## src/rtl/tank_pos_sched_if.sv

```systemverilog
// Target handshake bundle between the position requesters (local mouse, remote UART)
// and the tank position scheduler.
interface tank_pos_sched_if;
  logic        loc_valid;
  logic [11:0] loc_x;
  logic [11:0] loc_y;
  logic        loc_ready;
  logic        rem_valid;
  logic [9:0]  rem_x;
  logic [9:0]  rem_y;
  logic        rem_ready;

  modport master (
    output loc_valid, loc_x, loc_y, rem_valid, rem_x, rem_y,
    input  loc_ready, rem_ready
  );

  modport slave (
    input  loc_valid, loc_x, loc_y, rem_valid, rem_x, rem_y,
    output loc_ready, rem_ready
  );
endinterface

```

## src/rtl/tank_pos_sched.sv

```systemverilog
// Once-per-frame, slew-limited commit of two tank positions during vertical blanking,
// sharing a single step unit between the tanks in round-robin order.
module tank_pos_sched #(
  parameter int unsigned SCREEN_W = 800,
  parameter int unsigned SCREEN_H = 600,
  parameter int unsigned TANK_W   = 64,
  parameter int unsigned TANK_H   = 64,
  parameter int unsigned STEP_MAX = 4,
  parameter int unsigned A_X0     = 100,
  parameter int unsigned A_Y0     = 500,
  parameter int unsigned B_X0     = 600,
  parameter int unsigned B_Y0     = 500
) (
  input  logic               clk,
  input  logic               rst,
  input  logic               vblnk,
  input  logic               SelectMode,
  tank_pos_sched_if.slave    req,
  output logic [11:0]        tankA_x,
  output logic [11:0]        tankA_y,
  output logic [11:0]        tankB_x,
  output logic [11:0]        tankB_y,
  output logic               frame_tick,
  output logic               busy
);

  typedef enum logic [1:0] {IDLE, CMT0, CMT1, WAIT_END} state_t;

  localparam logic [11:0]        X_MAX  = 12'(SCREEN_W - TANK_W);
  localparam logic [11:0]        Y_MAX  = 12'(SCREEN_H - TANK_H);
  localparam logic signed [12:0] STEP_S = 13'(STEP_MAX);

  state_t      r_state, w_next;
  logic        r_prio, r_vblnk_d, r_tick;
  logic [11:0] r_ax, r_ay, r_bx, r_by;
  logic [11:0] r_tax, r_tay, r_tbx, r_tby;
  logic        w_ready, w_commit, w_sel_b;
  logic [11:0] w_cur_x, w_cur_y, w_tgt_x, w_tgt_y, w_nx, w_ny;

  function automatic logic [11:0] clamp(input logic [11:0] v, input logic [11:0] lim);
    return (v > lim) ? lim : v;
  endfunction

  function automatic logic [11:0] step_axis(input logic [11:0] cur, input logic [11:0] tgt);
    logic signed [12:0] d;
    d = $signed({1'b0, tgt}) - $signed({1'b0, cur});
    if (d > STEP_S)       return cur + 12'(STEP_MAX);
    else if (d < -STEP_S) return cur - 12'(STEP_MAX);
    else                  return tgt;
  endfunction

  always_ff @(posedge clk) begin
    if (rst) r_state <= IDLE;
    else     r_state <= w_next;
  end

  always_comb begin
    w_next = r_state;
    unique case (r_state)
      IDLE:     if (vblnk && !r_vblnk_d) w_next = CMT0;
      CMT0:     w_next = CMT1;
      CMT1:     w_next = WAIT_END;
      WAIT_END: if (!vblnk) w_next = IDLE;
      default:  w_next = IDLE;
    endcase
  end

  always_comb begin
    busy     = (r_state == CMT0) || (r_state == CMT1);
    w_ready  = !rst && !busy;
    w_commit = busy && SelectMode;
  end

  assign req.loc_ready = w_ready;
  assign req.rem_ready = w_ready;

  // prio picks the tank for CMT0; CMT1 serves the other one
  assign w_sel_b = (r_state == CMT0) ? r_prio : ~r_prio;
  assign w_cur_x = w_sel_b ? r_bx  : r_ax;
  assign w_cur_y = w_sel_b ? r_by  : r_ay;
  assign w_tgt_x = w_sel_b ? r_tbx : r_tax;
  assign w_tgt_y = w_sel_b ? r_tby : r_tay;
  assign w_nx    = step_axis(w_cur_x, w_tgt_x);
  assign w_ny    = step_axis(w_cur_y, w_tgt_y);

  always_ff @(posedge clk) begin
    if (rst) begin
      r_vblnk_d <= vblnk;  // a level already high at release must not look like an edge
      r_prio    <= 1'b0;
      r_tick    <= 1'b0;
      r_ax  <= 12'(A_X0);  r_ay  <= 12'(A_Y0);
      r_bx  <= 12'(B_X0);  r_by  <= 12'(B_Y0);
      r_tax <= 12'(A_X0);  r_tay <= 12'(A_Y0);
      r_tbx <= 12'(B_X0);  r_tby <= 12'(B_Y0);
    end else begin
      r_vblnk_d <= vblnk;
      r_tick    <= (r_state == CMT1);
      if (r_state == CMT1) r_prio <= ~r_prio;
      if (w_commit) begin
        if (w_sel_b) begin
          r_bx <= w_nx;  r_by <= w_ny;
        end else begin
          r_ax <= w_nx;  r_ay <= w_ny;
        end
      end
      if (req.loc_valid && w_ready) begin
        r_tax <= clamp(req.loc_x, X_MAX);
        r_tay <= clamp(req.loc_y, Y_MAX);
      end
      if (req.rem_valid && w_ready) begin
        r_tbx <= clamp({2'b00, req.rem_x}, X_MAX);
        r_tby <= clamp({2'b00, req.rem_y}, Y_MAX);
      end
    end
  end

  assign tankA_x    = r_ax;
  assign tankA_y    = r_ay;
  assign tankB_x    = r_bx;
  assign tankB_y    = r_by;
  assign frame_tick = r_tick;

endmodule

```

## src/flat_wrapper.sv

```systemverilog
// flat-port wrapper written by rule: the top's interface ports become plain ports
module tank_pos_sched_flat 
#(
  parameter int unsigned SCREEN_W = 800,
  parameter int unsigned SCREEN_H = 600,
  parameter int unsigned TANK_W   = 64,
  parameter int unsigned TANK_H   = 64,
  parameter int unsigned STEP_MAX = 4,
  parameter int unsigned A_X0     = 100,
  parameter int unsigned A_Y0     = 500,
  parameter int unsigned B_X0     = 600,
  parameter int unsigned B_Y0     = 500
)
  (clk, rst, vblnk, SelectMode, tankA_x, tankA_y, tankB_x, tankB_y, frame_tick, busy, req_loc_valid, req_loc_x, req_loc_y, req_rem_valid, req_rem_x, req_rem_y, req_loc_ready, req_rem_ready);
  tank_pos_sched_if req_i ();
  input  logic clk;
  input  logic rst;
  input  logic vblnk;
  input  logic SelectMode;
  output logic [11:0] tankA_x;
  output logic [11:0] tankA_y;
  output logic [11:0] tankB_x;
  output logic [11:0] tankB_y;
  output logic frame_tick;
  output logic busy;
  input wire logic [$bits(req_i.loc_valid)-1:0] req_loc_valid;
  input wire logic [$bits(req_i.loc_x)-1:0] req_loc_x;
  input wire logic [$bits(req_i.loc_y)-1:0] req_loc_y;
  input wire logic [$bits(req_i.rem_valid)-1:0] req_rem_valid;
  input wire logic [$bits(req_i.rem_x)-1:0] req_rem_x;
  input wire logic [$bits(req_i.rem_y)-1:0] req_rem_y;
  output wire logic [$bits(req_i.loc_ready)-1:0] req_loc_ready;
  output wire logic [$bits(req_i.rem_ready)-1:0] req_rem_ready;
  assign req_i.loc_valid = req_loc_valid;
  assign req_i.loc_x = req_loc_x;
  assign req_i.loc_y = req_loc_y;
  assign req_i.rem_valid = req_rem_valid;
  assign req_i.rem_x = req_rem_x;
  assign req_i.rem_y = req_rem_y;
  assign req_loc_ready = req_i.loc_ready;
  assign req_rem_ready = req_i.rem_ready;
  tank_pos_sched #(.SCREEN_W(SCREEN_W), .SCREEN_H(SCREEN_H), .TANK_W(TANK_W), .TANK_H(TANK_H), .STEP_MAX(STEP_MAX), .A_X0(A_X0), .A_Y0(A_Y0), .B_X0(B_X0), .B_Y0(B_Y0)) u_core (.clk(clk), .rst(rst), .vblnk(vblnk), .SelectMode(SelectMode), .req(req_i), .tankA_x(tankA_x), .tankA_y(tankA_y), .tankB_x(tankB_x), .tankB_y(tankB_y), .frame_tick(frame_tick), .busy(busy));
endmodule
```

## config.mk

```make
export PLATFORM = sky130hd
export DESIGN_NAME = tank_pos_sched_flat
export DESIGN_NICKNAME = d
export VERILOG_FILES = /design/src/rtl/tank_pos_sched_if.sv /design/src/rtl/tank_pos_sched.sv /design/src/flat_wrapper.sv
export SDC_FILE = /design/constraint.sdc
export NUM_CORES = 1
export LEC_CHECK = 0
export ABC_AREA = 1
export ABC_CLOCK_PERIOD_IN_PS = 5400
export CAP_MARGIN = 40
export CORE_UTILIZATION = 55
export CTS_CLUSTER_DIAMETER = 30
export DETAILED_ROUTE_END_ITERATION = 8
export PLACE_DENSITY = 0.82
export SETUP_SLACK_MARGIN = 0.5
export SKIP_LAST_GASP = 1
export SYNTH_ARGS = -nofsm -noshare
export SYNTH_HDL_FRONTEND = slang
export SYNTH_SLANG_ARGS = --single-unit
```

## constraint.sdc

```tcl
create_clock -name clk -period 5.4 [get_ports clk]
set_clock_uncertainty 0.05 [all_clocks]
set_input_delay 1.62 -clock clk [delete_from_list [all_inputs] [get_ports clk]]
set_output_delay 1.62 -clock clk [all_outputs]
set_load 0.05 [all_outputs]
```

### Word level (Yosys, flattened, before mapping)

Index checks and enable logic that the tools add are counted.

* input port bits: 50
* word-level logic and storage cells: 62
* flip-flop bits (word level): 101

* $add $sub $neg: 6
* equality and inequality tests: 5
* mux-type cells: 16
* reduce and logical (&&, ||, !) cells: 13
* magnitude comparators: 8
* bitwise gates (word level): 2

Operator list (number)
* $mux W12: 10
* $gt A13 B4 Y1 const B: 2
* $lt A13 B3 Y1 const B: 2
* $sub A12 B12 Y13: 2
* $add A12 B3 Y12 const B: 2
* $gt A12 B10 Y1 const B: 2
* $sub A12 B3 Y12 const B: 2
* $gt A10 B10 Y1 const B: 2
* $mux W10: 2
* $pmux W2 S4: 1
* $reduce_and A2 Y1: 3
* $logic_and A1 B1 Y1: 5
* $eq A2 B2 Y1 const B: 2
* $mux W2: 2
* $logic_not A1 Y1: 3
* $eq A2 B1 Y1 const B: 1
* $logic_not A2 Y1: 1
* $ne A2 B1 Y1 const B: 1
* $ne A2 B2 Y1 const B: 1
* $not A1 Y1: 2
* $logic_or A1 B1 Y1: 1
* $mux W1: 1

### Depth between registers and ports, before layout

Gate-level depths: netlist of run 1.

* depth in word-level cells: 7
* mapped depth: 30

### Worst setup path before layout of run 1

No wires, ideal clock.

* path type: input to output
* start: input port rst
* end: output port req_rem_ready
* stages: 2
* data required time: 3730 ps
* slack: 1036 ps
* arrival time: 2694 ps
* path buffers: 1
* path through: nor2_1 -> buf_4

* word-level cells in the longest chain between the ends: 2

Ends and longest elaborated chain
* start, declared: RTL line flat_wrapper.sv:17 `input logic rst;`
* $logic_not A1 Y1: RTL line tank_pos_sched.sv:70 `w_ready = !rst && !busy;`
* $logic_and A1 B1 Y1: RTL line tank_pos_sched.sv:70
* end, declared: RTL line flat_wrapper.sv:33 `output wire logic [$bits(req_i.rem_ready)-1:0] req_rem_ready;`

Every way passes these cells.

### Worst setup path in the final report of run 1

* start: register u_core.r_state[1]
* end: register u_core.r_by[9] (netlist: u_core.tankB_y[9])

* word-level cells in the longest chain between the ends: 7
* elaborated cells between the ends (all ways): 15
* classes of those cells: 3 x add/sub; 2 x order compare; 2 x eq/ne; 5 x mux; 3 x reduce/logical

Ends and longest elaborated chain
* start, declared: RTL line tank_pos_sched.sv:33 `state_t r_state, w_next;`
* start signal, assigned: RTL line tank_pos_sched.sv:54 `else r_state <= w_next;`
* $eq A2 B1 Y1: RTL line tank_pos_sched.sv:69, tank_pos_sched.sv:78
* $mux W1: RTL line tank_pos_sched.sv:78 `assign w_sel_b = (r_state == CMT0) ? r_prio : ~r_prio;`
* $mux W12 (on tied branches): RTL line tank_pos_sched.sv:82, tank_pos_sched.sv:80
* $sub A12 B12 Y13: RTL line tank_pos_sched.sv:46 `d = $signed({1'b0, tgt}) - $signed({1'b0, cur});`
* $lt A13 B3 Y1: RTL line tank_pos_sched.sv:48 `else if (d < -STEP_S) return cur - 12'(STEP_MAX);`
* $mux W12: RTL line tank_pos_sched.sv:48
* $mux W12: RTL line tank_pos_sched.sv:47 `if (d > STEP_S) return cur + 12'(STEP_MAX);`
* end signal, assigned: RTL line tank_pos_sched.sv:92 `r_bx <= 12'(B_X0); r_by <= 12'(B_Y0);`
* end signal, assigned: RTL line tank_pos_sched.sv:101 `r_bx <= w_nx; r_by <= w_ny;`
* end, declared: RTL line tank_pos_sched.sv:35 `logic [11:0] r_ax, r_ay, r_bx, r_by;`

Several ways; a longest one is shown, not always the timed one.
A chain may end at the register's enable or synchronous reset.

==> qor.csv, run 1 <==
stage;metric;value;unit
detailed_routing;wl_per_cell;13.79;microns
detailed_routing;wl;19940;microns
detailed_routing;drtPass1Iterations;7;
final_layout;post_route_cells_drive_above_1_share;7.143;%
setup_path;worst_setup_path_start_kind;flop;
synthesis;yosysWarnings;0;
min_path;min-delay-path-class;flop to flop;
die;floorplan.die.width;117.6;microns
clock_tree;h-tree-depth;3;
place;place.detailed.hpwl;14920;microns
synthesis;syn_area_per_cell;6.170;sq um
synthesis;post_synth_num_cell_types;44;
detailed_routing;viasPerCell;5.461;
clock_tree;clk_path_buf_depth;2;
synthesis;synth_seq_area_share;26.40;%
setup_path;critPathCaptureType;flop;
detailed_routing;remaining_drc_errors;0;
synthesis;synth_nets;1273;
detailed_routing;dr.first_iter.drc_count;726;
min_path;hold_path_startpoint;u_core.r_tax[10];
synthesis;synthesized_cell_area;7355;sq um
run;max-cap-violations;0;
synthesis;synth-edff-count;0;
timing;clock.fmax;0.2223;GHz
die;starting_density_of_the_core;57.35;%
timing;hold_violations;0;
clock_tree;post_cts_resized;0;
die;fp.dieH;117.6;microns
die;design.core.area;12820;sq um
die;die-area;13840;sq um
timing;setup_viol;0;
synthesis;dominantRegCellSynth;sky130_fd_sc_hd__dfxtp_1;
timing;total_negative_slack_for_setup_checks;0;ps
clock_tree;clock_sinks;97;
detailed_routing;detailroute.via_count;7897;
final_layout;antenna_cells;0;
clock_tree;cts.clk_slew.worst_paths;60;ps
detailed_routing;met3RoutedLength;1527;microns
clock_tree;tritoncts;done;
synthesis;netlist_instances;1192;
synthesis;ys_async_sr_fraction;0;%
clock_tree;tritoncts_buffer_count;9;
place;io_buffer_count;101;
final_layout;mostFrequentLayoutCell;sky130_fd_sc_hd__nand2_1;
final_layout;area_growth_syn_to_layout;18.24;%
setup_path;reg2reg_slack;900;ps
detailed_routing;route.met2.wl;8816;microns
grt;grt_pass1_wl;32560;microns
detailed_routing;ant_nets;0;
grt;overflow;0;
detailed_routing;top_layer_used;met4;
timing;maxSlewHeadroom;42.94;%
die;floorplan.rows;41;
grt;antenna_violations_before_repair;0;
grt;grt_use_total;28.62;%
setup_path;worst-setup-path-type;flop to flop;
setup_path;critPathRequiredTime;5590;ps
timing;finalCritPeriodShare;83.32;%
timing;finalWorstPathRequiredPeriod;4499;ps
setup_path;cp_max_fo;48;
setup_path;critPathArrivalTime;4690;ps
final_layout;finish.net_count;1351;
final_layout;filler_cell_count;1208;
synthesis;number_of_storage_elements_in_the_synthesis_netlist;97;
setup_path;regToRegStartpoint;u_core.r_state[1];
detailed_routing;routed_length_on_met1;9154;microns
setup_path;cp-startpoint;u_core.r_state[1];
clock_tree;ctsHoldBuffers;0;
die;design.portCount;102;
clock_tree;ctsRootBufferMaster;sky130_fd_sc_hd__clkbuf_16;
clock_tree;post-cts-setup-buffers;0;
timing;drv_slew;0;
timing;max_slew.worst_pin.slew;854.9;ps
clock_tree;worstSkewPairLatency;340;ps
grt;first_global_vias;6912;
grt;largest_net_degree_at_the_start_of_global_routing;58;
run_status;run_status;finished, final reports clean;
final_layout;layout_common_cells;sky130_fd_sc_hd__nand2_1, sky130_fd_sc_hd__inv_1, sky130_fd_sc_hd__nand3_1, sky130_fd_sc_hd__clkdlybuf4s50_1, sky130_fd_sc_hd__dfxtp_1;
timing;grt_setup_unrepaired;false;
place;gp_congestion;0.9465;
## flip-flops by register name, indices dropped and copies added (netlist names)
name	flops
u_core.r_tax	12
u_core.r_tby	10
u_core.r_tay	12
u_core.tankA_x	12
u_core.tankB_x	12
u_core.r_vblnk_d	1
u_core.tankB_y	12
u_core.r_tbx	10
u_core.r_prio	1
u_core.tankA_y	12
u_core.frame_tick	1
u_core.r_state	2
## cells in the mapped netlist, types with 2 or more instances
cell type / count / area [sq um]
sky130_fd_sc_hd__nand2_1: 303 / 1137
sky130_fd_sc_hd__inv_1: 174 / 653.1
sky130_fd_sc_hd__nand3_1: 157 / 785.8
sky130_fd_sc_hd__dfxtp_1: 97 / 1942
sky130_fd_sc_hd__nor2_1: 82 / 307.8
sky130_fd_sc_hd__a21oi_1: 72 / 360.4
sky130_fd_sc_hd__o21ai_0: 56 / 280.3
sky130_fd_sc_hd__nand2_2: 33 / 206.5
sky130_fd_sc_hd__ha_1: 29 / 362.9
sky130_fd_sc_hd__clkbuf_1: 23 / 86.33
sky130_fd_sc_hd__nor3_1: 21 / 105.1
sky130_fd_sc_hd__xor2_1: 17 / 148.9
sky130_fd_sc_hd__nand4_1: 13 / 81.33
sky130_fd_sc_hd__nor2_2: 10 / 62.56
sky130_fd_sc_hd__nand3b_1: 9 / 67.56
sky130_fd_sc_hd__o21ai_1: 9 / 45.04
sky130_fd_sc_hd__buf_6: 7 / 78.83
sky130_fd_sc_hd__inv_2: 7 / 26.28
sky130_fd_sc_hd__or2_2: 7 / 43.79
sky130_fd_sc_hd__buf_4: 6 / 45.04
sky130_fd_sc_hd__a22oi_1: 5 / 37.54
sky130_fd_sc_hd__a31oi_1: 5 / 31.28
sky130_fd_sc_hd__o31ai_1: 5 / 37.54
sky130_fd_sc_hd__a21o_1: 4 / 30.03
sky130_fd_sc_hd__a32o_1: 4 / 40.04
sky130_fd_sc_hd__and2_1: 4 / 25.02
sky130_fd_sc_hd__nand2_4: 4 / 45.04
sky130_fd_sc_hd__nand3_2: 4 / 40.04
sky130_fd_sc_hd__a211oi_1: 2 / 15.01
sky130_fd_sc_hd__buf_1: 2 / 7.510
sky130_fd_sc_hd__fa_1: 2 / 40.04
sky130_fd_sc_hd__mux2i_1: 2 / 20.02
sky130_fd_sc_hd__nand3_4: 2 / 35.03
sky130_fd_sc_hd__nor2_4: 2 / 22.52
sky130_fd_sc_hd__o21a_1: 2 / 15.01
sky130_fd_sc_hd__o21bai_1: 2 / 15.01
sky130_fd_sc_hd__xnor2_1: 2 / 17.52
## final timing paths
kind         depth (start not counted)                 to
min                                  2   u_core.r_tax[10]
max                                 22  u_core.tankB_y[9]
min reg2reg                          2   u_core.r_tax[10]
max reg2reg                         22  u_core.tankB_y[9]
## layout make-up
cell class / count / area (sq um) / share of cell area, %
clock inverters: 4 / 52.55 / 0.6043
multi-input cells: 875 / 4521 / 51.99
inverters: 181 / 679.4 / 7.813
well taps: 172 / 215.2 / 2.475
flip-flops and latches: 97 / 1942 / 22.33
clock buffers: 11 / 242.7 / 2.791
repair buffers: 106 / 1044 / 12.00
## stage by stage
step                cells  setup slack [ps]  area, sq um  hold WS [ps]  util, %
detailed placement   1431             986.0         8401         377.8    65.50
global route         1446             510.6         8696         414.2    67.80
global placement     1431             994.9         8401         375.2    65.50
floorplan            1192              1036         7355         366.4        -
CTS                  1446             968.6         8696         387.3    67.80
finish               1446             900.8         8696         383.9    67.80
## critical path, cell delays in order, from the launching register on
cell and delay [ps]:
sky130_fd_sc_hd__dfxtp_1 360, sky130_fd_sc_hd__inv_1 100, sky130_fd_sc_hd__ha_1 240, sky130_fd_sc_hd__nand2_2 410, sky130_fd_sc_hd__nand2_4 430, sky130_fd_sc_hd__o21ai_0 450, sky130_fd_sc_hd__ha_1 250, sky130_fd_sc_hd__inv_1 60
sky130_fd_sc_hd__fa_1 430, sky130_fd_sc_hd__nand3_2 120, sky130_fd_sc_hd__nand2_2 80, sky130_fd_sc_hd__nand3_1 70, sky130_fd_sc_hd__nand2_1 80, sky130_fd_sc_hd__xor2_1 210, sky130_fd_sc_hd__inv_1 60, sky130_fd_sc_hd__nor2_1 100
sky130_fd_sc_hd__nand3_1 120, sky130_fd_sc_hd__nand2_2 250, sky130_fd_sc_hd__inv_1 210, sky130_fd_sc_hd__nand2_1 120, sky130_fd_sc_hd__nand3_1 80, sky130_fd_sc_hd__nand2_1 70, sky130_fd_sc_hd__inv_1 30
## cells by family after synthesis
logic type	Yosys count	share of synthesized area (%)
mux	2	0.2722
buf+inv	220	12.27
fa+ha+maj	31	5.478
compound gates	170	12.81
simple gates	653	40.51
flops	97	26.40
xor+xnor	19	2.263
## routing by layer
layer / global-route usage, % / vias up
li1: - / 4012
met1: 39.48 / 3510
met2: 45.70 / 340
met5: 0 / -
met4: 9.776 / 0
met3: 3.779 / 35
Power of run 1 is not shown: default switching activity piles up to over one toggle a cycle in this logic, so the estimate is an artifact.
==> run 2: changes to the inputs <==
--- a/config.mk
+++ b/config.mk
@@ -6,12 +6,12 @@
 export NUM_CORES = 1
 export LEC_CHECK = 0
 export ABC_AREA = 1
-export ABC_CLOCK_PERIOD_IN_PS = 5400
+export ABC_CLOCK_PERIOD_IN_PS = 3800
 export CAP_MARGIN = 40
-export CORE_UTILIZATION = 55
+export CORE_UTILIZATION = 51
 export CTS_CLUSTER_DIAMETER = 30
 export DETAILED_ROUTE_END_ITERATION = 8
-export PLACE_DENSITY = 0.82
+export PLACE_DENSITY = 0.8
 export SETUP_SLACK_MARGIN = 0.5
 export SKIP_LAST_GASP = 1
 export SYNTH_ARGS = -nofsm -noshare
==> constraint.sdc (replaced) <==
create_clock -name clk -period 3.8 [get_ports clk]
set_clock_uncertainty 0.05 [all_clocks]
set_input_delay 1.14 -clock clk [delete_from_list [all_inputs] [get_ports clk]]
set_output_delay 1.14 -clock clk [all_outputs]
set_load 0.05 [all_outputs]
==> run 2 against run 1 <==
Effect of this change:
- critical path depth rose by 3
- setup slack worse by 520 ps
- sequential share of layout area decreased by 3.1 points
- wire length is 21% higher
- flip-flop and latch count unchanged
- core utilization increased by 4.4 points
- register-to-register slack worse by 520 ps
- final area increased by 16%
- critical path type unchanged
- maximum frequency is 31% higher
- first-iteration DRC count is 22% higher
==> qor.csv, run 2 (synthesized netlist as in run 1, its figures left out) <==
stage;metric;value;unit
detailed_routing;detailroute.via_count;8758;
final_layout;layout_common_cells;sky130_fd_sc_hd__nand2_1, sky130_fd_sc_hd__inv_1, sky130_fd_sc_hd__nand3_1, sky130_fd_sc_hd__clkdlybuf4s50_1, sky130_fd_sc_hd__dfxtp_1;
die;floorplan.die.width;122.1;microns
setup_path;critical-path-top-delay-family;simple AND/OR/NAND/NOR gates;
final_layout;area_growth_syn_to_layout;37.39;%
clock_tree;ctsRootBufferMaster;sky130_fd_sc_hd__clkbuf_16;
final_layout;mostFrequentLayoutCell;sky130_fd_sc_hd__nand2_1;
detailed_routing;ant_nets;0;
timing;hold_violations;0;
die;design.portCount;102;
final_layout;post_route_cells_drive_above_1_share;20.73;%
setup_path;critPathBufInv;7;
timing;finalWorstPathRequiredPeriod;3424;ps
setup_path;worst-setup-path-type;flop to flop;
clock_tree;h-tree-depth;3;
die;starting_density_of_the_core;52.58;%
timing;grt_setup_unrepaired;true;
setup_path;critical-path-max-stage-delay;370;ps
die;fp.dieH;122.1;microns
grt;grt_pass1_wl;37470;microns
grt;first_global_vias;7832;
setup_path;worst_setup_path_start_kind;flop;
timing;fin_ws;376.2;ps
clock_tree;tritoncts_buffer_count;9;
setup_path;cp_max_fo;7;
detailed_routing;wl_per_cell;15.83;microns
setup_path;cp_slowest_cell;sky130_fd_sc_hd__fa_2;
setup_path;critPathCaptureType;flop;
die;floorplan.rows;43;
detailed_routing;remaining_drc_errors;0;
place;io_buffer_count;101;
final_layout;filler_cell_count;1079;
clock_tree;clock_sinks;97;
timing;finalCritPeriodShare;90.10;%
setup_path;critPathRequiredTime;4000;ps
timing;setup_viol;0;
detailed_routing;wl;24160;microns
place;gp_congestion;0.9417;
grt;antenna_violations_before_repair;0;
grt;grt_use_total;31.81;%
clock_tree;worstSkewPairLatency;340;ps
grt;largest_net_degree_at_the_start_of_global_routing;44;
min_path;min-delay-path-class;flop to flop;
timing;drv_slew;0;
die;design.core.area;13990;sq um
final_layout;antenna_cells;0;
setup_path;critical_path.most_common_cell;sky130_fd_sc_hd__nand2_1;
detailed_routing;drtPass1Iterations;7;
final_layout;finish.net_count;1422;
run_status;run_status;finished, final reports clean;
run;max-cap-violations;0;
timing;worst_hold_slack;394.7;ps
die;die-area;14900;sq um
timing;clock.fmax;0.2921;GHz
clock_tree;cts.clk_slew.worst_paths;70;ps
grt;overflow;0;
timing;max_slew.worst_pin.slew;869.0;ps
clock_tree;clk_path_buf_depth;2;
timing;maxSlewHeadroom;42.00;%
detailed_routing;viasPerCell;5.739;
timing;total_negative_slack_for_setup_checks;0;ps
place;place.detailed.hpwl;15880;microns
setup_path;critPathArrivalTime;3620;ps
clock_tree;tritoncts;done;
detailed_routing;dr.first_iter.drc_count;887;
place;placement.setup.worst_slack;72.97;ps
run 2: worst register-to-register path, stage by stage, from the launching register on:
cell and delay, ps:
sky130_fd_sc_hd__dfxtp_2 340, sky130_fd_sc_hd__inv_4 60, sky130_fd_sc_hd__ha_4 190, sky130_fd_sc_hd__inv_6 70, sky130_fd_sc_hd__nand2_8 90, sky130_fd_sc_hd__nand2_8 80
sky130_fd_sc_hd__buf_16 160, sky130_fd_sc_hd__o21ai_4 190, sky130_fd_sc_hd__ha_4 160, sky130_fd_sc_hd__inv_2 30, sky130_fd_sc_hd__fa_2 370, sky130_fd_sc_hd__nand3_2 110
sky130_fd_sc_hd__nand2_2 70, sky130_fd_sc_hd__buf_4 130, sky130_fd_sc_hd__nand4_1 90, sky130_fd_sc_hd__nand2_1 90, sky130_fd_sc_hd__nand2_1 100, sky130_fd_sc_hd__nand2_2 80
sky130_fd_sc_hd__and2_1 170, sky130_fd_sc_hd__nand3_2 90, sky130_fd_sc_hd__nand2_4 100, sky130_fd_sc_hd__buf_4 170, sky130_fd_sc_hd__nand3b_1 130, sky130_fd_sc_hd__nand3_1 100
sky130_fd_sc_hd__nand2_1 80, sky130_fd_sc_hd__inv_1 30
run 2: timing repair:
item | in CTS | in global routing
gates resized for setup | 77 | 78
setup buffers | 21 | 20
cloned | 7 | 1
setup endpoints to repair | 48 | 52
hold buffers | 0 | 0
pin swaps | 26 | 59
run 2: worst paths after layout:
| check | startpoint | to | slack (ps) | cells after the start |
|---|---|---|---|---|
| setup / recovery | u_core.r_state[1] | u_core.tankB_y[0] | 380 | 25 |
| hold / removal | u_core.r_tay[11] | u_core.r_tay[11] | 390 | 2 |
| setup reg to reg | u_core.r_state[1] | u_core.tankB_y[0] | 380 | 25 |
| hold reg to reg | u_core.r_tay[11] | u_core.r_tay[11] | 390 | 2 |
run 2: per-layer routing:
layer / routed length (microns) / track usage [%] / share of wire [%] / vias up
met3: 2208 / 4.588 / 9.1 / 91
met2: 11150 / 51.94 / 46 / 490
met4: 907 / 13.41 / 3.8 / 0
met5: 0 / 0 / 0 / -
li1: - / - / - / 4169
met1: 9888 / 41.77 / 41 / 4008
run 2: metrics by stage:
step	cells	util, %	area, sq um
2_1_floorplan	1192	-	7443
3_3_place_gp	1461	61.70	8631
3_5_place_dp	1461	61.70	8631
4_1_cts	1505	68.56	9590
5_1_grt	1526	72.24	10100
6_report	1526	72.24	10100
run 2: area by class of cell:
cell class	count	area (sq um)	share of cell area, %
timing repair buffer	173	1720	17.03
tap	180	225.2	2.229
inverter	181	701.9	6.947
multi-input combinational	879	5221	51.67
clock inverter	6	51.30	0.5077
sequential	97	1946	19.25
clock buffer	10	239.0	2.365
Power of run 2 is left out for the same reason.
